--- config.mk ---
export PLATFORM = sky130hd
export DESIGN_NAME = iir_decim_out
export DESIGN_NICKNAME = d
export VERILOG_FILES = /design/src/rtl/iir_pkg.sv /design/src/rtl/iir_sync_fifo.sv /design/src/rtl/iir_decim_out.sv
export SDC_FILE = /design/constraint.sdc
export NUM_CORES = 1
export LEC_CHECK = 0
export CAP_MARGIN = 20
export CORE_ASPECT_RATIO = 1.2
export CORE_MARGIN = 2
export CORE_UTILIZATION = 52
export DETAILED_ROUTE_END_ITERATION = 8
export PLACE_DENSITY_LB_ADDON = 0.25
export SLEW_MARGIN = 20
export SYNTH_ARGS = -nofsm -noshare
export SYNTH_HDL_FRONTEND = slang
export SYNTH_HIERARCHICAL = 1
export SYNTH_SLANG_ARGS = --single-unit
--- constraint.sdc ---
create_clock -name clk -period 3.65 [get_ports clk]
set_input_delay 0.73 -clock clk [delete_from_list [all_inputs] [get_ports clk]]
set_output_delay 0.73 -clock clk [all_outputs]
set_load 0.02 [all_outputs]
--- src/rtl/iir_pkg.sv ---
// rtl/iir_pkg.sv - shared constants and saturation helper for the IIR biquad datapath
package iir_pkg;

    localparam int BIT_NO = 32;
    localparam int CK     = 11;
    localparam int OUT_W  = 16;

    // Signed clamp of v into the n-bit two's complement range; result stays 64 bits wide.
    function automatic logic signed [63:0] sat_clip(input logic signed [63:0] v, input int n);
        logic signed [63:0] hi;
        logic signed [63:0] lo;
        hi = (64'sd1 <<< (n - 1)) - 64'sd1;
        lo = -(64'sd1 <<< (n - 1));
        if (v > hi) begin
            return hi;
        end else if (v < lo) begin
            return lo;
        end
        return v;
    endfunction

endpackage

--- src/rtl/iir_sync_fifo.sv ---
// rtl/iir_sync_fifo.sv - show-ahead synchronous FIFO with occupancy count
module iir_sync_fifo #(
    parameter int W     = 16,
    parameter int DEPTH = 8
) (
    input  logic                     clk,
    input  logic                     reset,
    input  logic                     push,
    input  logic [W-1:0]             wr_data,
    input  logic                     pop,
    output logic [W-1:0]             rd_data,
    output logic                     full,
    output logic                     empty,
    output logic [$clog2(DEPTH):0]   level
);

    localparam int PW = $clog2(DEPTH);

    logic [W-1:0]  mem [DEPTH];
    logic [PW-1:0] wr_ptr;
    logic [PW-1:0] rd_ptr;
    logic          do_push;
    logic          do_pop;

    assign full    = (level == (PW + 1)'(DEPTH));
    assign empty   = (level == '0);
    assign do_pop  = pop && !empty;
    // A full FIFO still takes a push when the head leaves on the same edge.
    assign do_push = push && (!full || do_pop);
    assign rd_data = empty ? '0 : mem[rd_ptr];

    always_ff @(posedge clk) begin
        if (reset) begin
            wr_ptr <= '0;
            rd_ptr <= '0;
            level  <= '0;
        end else begin
            if (do_push) begin
                wr_ptr <= wr_ptr + 1'b1;
            end
            if (do_pop) begin
                rd_ptr <= rd_ptr + 1'b1;
            end
            case ({do_push, do_pop})
                2'b10:   level <= level + 1'b1;
                2'b01:   level <= level - 1'b1;
                default: level <= level;
            endcase
        end
    end

    always_ff @(posedge clk) begin
        if (do_push && !reset) begin
            mem[wr_ptr] <= wr_data;
        end
    end

endmodule

--- src/rtl/iir_decim_out.sv ---
// rtl/iir_decim_out.sv - boxcar decimator, saturating requantizer and output FIFO for the IIR filter
module iir_decim_out
    import iir_pkg::*;
#(
    parameter int bit_no = BIT_NO,
    parameter int OUT_W  = 16,
    parameter int DECIM  = 4,
    parameter int SHIFT  = 0,
    parameter int DEPTH  = 8
) (
    input  logic                     clk,
    input  logic                     reset,
    input  logic [bit_no-1:0]        in,
    input  logic                     in_en,
    input  logic                     flush,
    output logic [OUT_W-1:0]         out_data,
    output logic                     out_valid,
    input  logic                     out_ready,
    output logic [$clog2(DEPTH):0]   level,
    output logic                     sat_flag,
    output logic                     ovf_flag
);

    localparam int LOG_D = $clog2(DECIM);
    localparam int AW    = bit_no + LOG_D;

    logic signed [AW-1:0] acc;
    logic signed [AW-1:0] sum;
    logic signed [AW-1:0] avg_r;
    logic signed [AW-1:0] q;
    logic [LOG_D-1:0]     phase;
    logic                 avg_vld;
    logic signed [63:0]   q_wide;
    logic signed [63:0]   q_clip;
    logic                 clipped;
    logic                 push;
    logic                 pop;
    logic                 full;
    logic                 empty;
    logic [OUT_W-1:0]     push_data;

    assign sum = acc + $signed({{LOG_D{in[bit_no-1]}}, in});

    always_ff @(posedge clk) begin
        if (reset) begin
            acc     <= '0;
            phase   <= '0;
            avg_r   <= '0;
            avg_vld <= 1'b0;
        end else if (flush) begin
            acc     <= '0;
            phase   <= '0;
            avg_vld <= 1'b0;
        end else begin
            avg_vld <= 1'b0;
            if (in_en) begin
                if (phase == LOG_D'(DECIM - 1)) begin
                    avg_r   <= sum;
                    avg_vld <= 1'b1;
                    acc     <= '0;
                    phase   <= '0;
                end else begin
                    acc   <= sum;
                    phase <= phase + 1'b1;
                end
            end
        end
    end

    // Averaging and fraction dropping fold into one floor-rounding shift.
    assign q         = avg_r >>> (LOG_D + SHIFT);
    assign q_wide    = $signed({{(64 - AW){q[AW-1]}}, q});
    assign q_clip    = sat_clip(q_wide, OUT_W);
    assign clipped   = (q_clip != q_wide);
    assign push_data = q_clip[OUT_W-1:0];

    // A flush on the push edge discards the pending result as well.
    assign push      = avg_vld && !flush;
    assign out_valid = !empty;
    assign pop       = out_valid && out_ready;

    always_ff @(posedge clk) begin
        if (reset) begin
            sat_flag <= 1'b0;
            ovf_flag <= 1'b0;
        end else begin
            if (push && clipped) begin
                sat_flag <= 1'b1;
            end
            if (push && full && !pop) begin
                ovf_flag <= 1'b1;
            end
        end
    end

    iir_sync_fifo #(
        .W     (OUT_W),
        .DEPTH (DEPTH)
    ) u_fifo (
        .clk     (clk),
        .reset   (reset),
        .push    (push),
        .wr_data (push_data),
        .pop     (pop),
        .rd_data (out_data),
        .full    (full),
        .empty   (empty),
        .level   (level)
    );

endmodule

# --- After elaboration in Yosys (flattened, before gate mapping) ---
# Memories as Yosys holds them, arrays and structs flattened. A register that Yosys moved wholly into a read port is not among the register bits.
# Cells that the tools add are included.
totals:
  ramBits: 128
  latch_bits: 0
  regBits: 83
  mem_count: 1
  mem_bits_ro: 0
mem_list:
  columns: ["name", "words", "width", "rd", "rd_ports_with_merged_regs", "wr", "line_no", "source"]
  rows:
  - ["u_fifo.mem", 8, 16, 1, 1, 1, "iir_sync_fifo.sv:19", "logic [W-1:0] mem [DEPTH];"]
classes:
  add_sub_neg: 6
  eq_ne: 5
  shift: 0
  reduce_logical: 19
  n_lt_le_gt_ge: 2
  multipliers: 0
  muxes: 14
  n_bitwise: 2
  div_mod_pow: 0
op_table:
  columns: ["operator", "n"]
  rows:
  - ["$mux 64", 3]
  - ["$ne 64x32->1", 1]
  - ["$add 34x32->34", 1]
  - ["$mux 34", 1]
  - ["$gt 32x16->1 const B", 1]
  - ["$lt 32x16->1 const B", 1]
  - ["$mux 16", 1]
  - ["$logic_and 1x1->1", 8]
  - ["$pmux 4 s2", 1]
  - ["$add 3x1->3 const B", 2]
  - ["$mux 3", 2]
  - ["$logic_not 1->1", 5]
  - ["$mux 1", 5]
  - ["$add 4x1->4 const B", 1]
  - ["$eq 2x2->1 const B", 2]
  - ["$eq 4x4->1 const B", 1]
  - ["$logic_not 4->1", 1]
  - ["$sub 4x1->4 const B", 1]
  - ["$reduce_and 3->1", 1]
  - ["$reduce_or 3->1", 1]
  - ["$add 2x1->2 const B", 1]
  - ["$eq 2x1->1 const B", 1]
  - ["$mux 2", 1]
  - ["$not 1->1", 2]
  - ["3 further kinds", 3]

# --- Depth between registers and ports, before layout ---
depth:
  ltp_word: 9
  mapped_depth: 12
  depth_no_buf: 12

# --- Modules after synthesis ---
# The synthesis kept the hierarchy.
by_module_without_submodules:
  columns: ["module", "cells_per_inst", "area_per_inst_um2", "n_inst"]
  rows:
  - ["iir_sync_fifo", 287, 5614.1, 1]
  - ["iir_decim_out", 572, 4461.8, 1]

# --- Worst setup path after synthesis ---
# Ideal clock, no wire load.
synth_timing:
  path_type: "reg2reg"
  from: "register u_fifo.level[1]"
  to: "memory u_fifo.mem[0][0], enable pin"
  t_arrival_ns: 3.516
  setup_ns: 0.430
  setup_slack_ns: -0.296
  synth_period_minus_slack_ns: 3.946
  stages_incl_launch_ff: 9
  required_time_ns: 3.220
  cell_sequence: "dfxtp_1 -> buf_2 -> nor4_4 -> clkbuf_1 -> nor2b_1 -> or2b_1 -> o21ai_2 -> or2_1 -> nor4_1"
synth_between:
  elab_chain_len: 9
  word_cells_on_any_way: 11
  cone_classes: "eq/ne: 1; mux: 2; reduce/logical: 8"
synth_rtl:
  columns: ["element", "line_no", "source"]
  rows:
  - ["start, declared", "iir_sync_fifo.sv:14", "output logic [$clog2(DEPTH):0] level"]
  - ["start signal, assigned", "iir_sync_fifo.sv:45", "2'b10: level <= level + 1'b1;"]
  - ["start signal, assigned", "iir_sync_fifo.sv:46", "2'b01: level <= level - 1'b1;"]
  - ["start signal, assigned", "iir_sync_fifo.sv:47", "default: level <= level;"]
  - ["$logic_not 4->1", "iir_sync_fifo.sv:26", "assign empty = (level == '0);"]
  - ["via empty", "iir_decim_out.sv:39", "logic empty;"]
  - ["$logic_not 1->1", "iir_decim_out.sv:79", "assign out_valid = !empty;"]
  - ["$logic_and 1x1->1", "iir_decim_out.sv:80", "assign pop = out_valid && out_ready;"]
  - ["via pop", "iir_decim_out.sv:37", "logic pop;"]
  - ["$logic_and 1x1->1", "iir_sync_fifo.sv:27", "assign do_pop = pop && !empty;"]
  - ["$logic_or 1x1->1", "iir_sync_fifo.sv:29", "assign do_push = push && (!full || do_pop);"]
  - ["$logic_and 1x1->1", "iir_sync_fifo.sv:29", null]
  - ["$logic_and 1x1->1", "iir_sync_fifo.sv:53", "if (do_push && !reset) begin"]
  - ["$mux 1", "iir_sync_fifo.sv:53", null]
  - ["$mux 1 (implied by the code)", "iir_sync_fifo.sv:54", "mem[wr_ptr] <= wr_data;"]
  - ["end, declared", "iir_sync_fifo.sv:19", null]
# The timed path passes the listed nets, and every way through them passes these cells.

==> reports/metrics.yaml <==
wl_microns: 21800
ctsLongestPathBuffers: 3
fmax_mhz: 295
ios: 60
synth_top_area_share_pct: 38.1
vias_per_cell: 5.82
power_leakage_nw: 4.24
ys_warn_count: 6
gp_congestion: 0.907
path_clk_slew_ns: 0.06
min_path_type: "reg -> reg"
hpwl_microns: 15000
synthesis.nets: 936
grt_busiest_layer: "met2"
worst-r2r-setup-slack_ns: 0.75
max-slew-margin-rel_pct: 34.1
yosysTopAreaCell: "edfxtp_1"
post_cts_buffers: 0
crit_family: "buffers and inverters"
area_growth_pct: 18.9
rsz0062_at_grt: "no"
cts_made_buffers: 22
min_period_over_period_pct: 92.9
track_usage_pct: 21.9
critPathSlowestCell: "dfxtp_2"
path_cells: "buf_12 > mux4_2 > mux2i_1 > nor2_1 > clkdlybuf4s50_1"
avgSynthCellArea_sq_um: 11.7
critPathArrivalTime_ns: 2.66
dpl_cell_area_sq_um: 11200
hold_viol: 0
grt_pass1_vias: 6999
finalNetCount: 1022
status: "finished, final reports clean"
irDropWorstVdd_v: 0.000374
htree_levels: 1
num_vias: 7083
fp.dieW_microns: 131
yosysMostFrequentCell: "edfxtp_1"
r2r_start: "acc[0]"
grt_pass1_wl_microns: 35300
numPortBuffers: 59
whs_path_depth: 2
ys_types: 65
power_per_cell_area_nw_per_um2: 440
reg2reg_depth: 12
endpoint_kind: "primary output"
die_y_microns: 156
grt_max_degree: 38
start_util_pct: 53.2
maxCapViolCount: 0
ys_seq_elements: 212
clock-root-buffer: "clkbuf_16"
grt_util_met1_pct: 27.9
tritoncts_num_sinks: 212
hp-start: "avg_r[15]"
ctsHoldBuffers: 0
syn_area_sq_um: 10100
slew_viol_final: 0
synth-async-reset-ratio_pct: 0
worstSetupPathType: "reg -> out"
tightest_slew_ns: 0.987
gr-usage-met3_pct: 2.91
setup_viol: 0
num_rows: 55
die-area_sq_um: 20500
layout_min_cycle_time_ns: 3.39
synth_edf_count: 128
antenna_found_initial: 0
synth_common_cells: "edfxtp_1, nor2_1, dfxtp_1"
cp-start-kind: "register"
drcViolationCount: 0
power.total_w: 0.00527
fin_area_sq_um: 12000
wl_per_cell_microns: 17.9
cp.buffers_inverters: 2
crit_end: "out_data[11]"
crit_fanout: 14
met2_usage_pct: 38.6
worstSkewPairLatency_ns: 0.50
worstSetupPathDepth: 5
drive_gt1_share_pct: 13.8
cts_tree: "built"
ant_nets: 0
first_pass_iters: 6
slowest_delay_ns: 0.67
finClkSkew_ns: 0.00518
r2r_end: "avg_r[32]"
antenna_cells: 0
required_ns: 2.92
drt_iter0_drc: 393
synth_seq_area_share_pct: 54.8
core_area_sq_um: 18900
cts_resized: 0
synthFlopType: "edfxtp_1"
grt_overflow: 0
ys_top_cells_by_area: "edfxtp_1, dfxtp_1, mux4_2"
syn_inst: 859
kinds of logic (layout without fill, tap and decap cells):
kind of cell	Yosys count	in the layout	share of synthesized area (%)
fa+ha+maj	40	40	5.12
buf+inv	58	160	2.37
simple gates	266	266	12.2
flops	212	212	54.8
compound gates	206	206	14.1
mux	54	54	9.35
xor+xnor	23	23	2.00
placed cells by master, fill, tap and decap left out, types with 5 or more instances in the layout:
master           instances
xor2_1                   6
a31oi_1                  6
edfxtp_1               128
dfxtp_1                 83
a22oi_1                 19
inv_1                   20
o21a_1                  10
nand3_1                 18
nor4_1                   7
ha_1                    38
a21oi_1                 64
nor2b_1                  7
xnor2_1                 17
nor2_1                 100
o21ai_0                 21
a211oi_1                 9
nand2b_1                 8
nor3_1                   8
o211a_1                  6
buf_4                   38
a21o_1                  22
clkbuf_16               25
nand3b_1                 7
o31ai_1                  8
or3_1                    5
nand2_1                 77
clkdlybuf4s50_1         58
mux4_2                  32
mux2i_1                 21
o211ai_1                 9
nand4_1                  7
through the flow:
stage | instances | util (%) | hold slack, ns | TNS, ns | setup WS, ns
after floorplan | 859 | - | 0.437 | 0 | 0.152
after global placement | 1177 | 59.2 | 0.447 | -0.0507 | -0.0485
after CTS | 1217 | 63.3 | 0.457 | 0 | 0.192
after global routing | 1217 | 63.3 | 0.476 | 0 | 0.0580
final | 1217 | 63.3 | 0.458 | 0 | 0.259
after detailed placement | 1177 | 59.2 | 0.448 | -0.331 | -0.121
metal layers:
metal / vias to the layer above / wire length, microns
met5: - / 0
met4: 0 / 606
met3: 44 / 1020
met2: 202 / 11100
met1: 3426 / 9120
li1: 3411 / -
area by class of cell:
| class | instances | area (sq um) |
|---|---|---|
| Sequential cell | 212 | 5530 |
| Fill cell | 1470 | 6940 |
| Tap cell | 256 | 320 |
| Inverter | 20 | 75.1 |
| Clock buffer | 31 | 668 |
| Clock inverter | 9 | 105 |
| Timing Repair Buffer | 100 | 931 |
| Multi-Input combinational cell | 589 | 4350 |
state kept, by name, indices dropped and copies added (netlist names), named ones only:
register	flops
u_fifo/wr_ptr	3
u_fifo/rd_ptr	3
sat_flag	1
ovf_flag	1
u_fifo/mem	128
avg_vld	1
avg_r	32
u_fifo/level	4
acc	34
phase	2
worst register-to-register path, stage by stage, from the launching register on:
cell,delay (ns)
dfxtp_1,0.34
ha_1,0.16
inv_1,0.05
fa_1,0.39
nor2b_1,0.16
o211ai_1,0.10
a21boi_0,0.24
o21ai_1,0.23
o31ai_4,0.24
a211oi_1,0.14
o31ai_1,0.36
nor4b_1,0.09
a211o_1,0.28
how the worst min path moves through the flow:
| stage | to |
|---|---|
| 5_1_grt | avg_r[15] |
| 3_5_place_dp | avg_r[15] |
| 3_3_place_gp | avg_r[16] |
| 2_1_floorplan | avg_r[10] |
| 6_report | avg_r[15] |
| 4_1_cts | avg_r[15] |
power by group:
part           internal [W]  switching [W]  leakage, nW
clock               0.00143       0.000918        0.380
sequential          0.00253      0.0000105         1.72
combinational      0.000167       0.000215         2.14
total               0.00412        0.00114         4.24
Power figures use the tool's default switching activity.
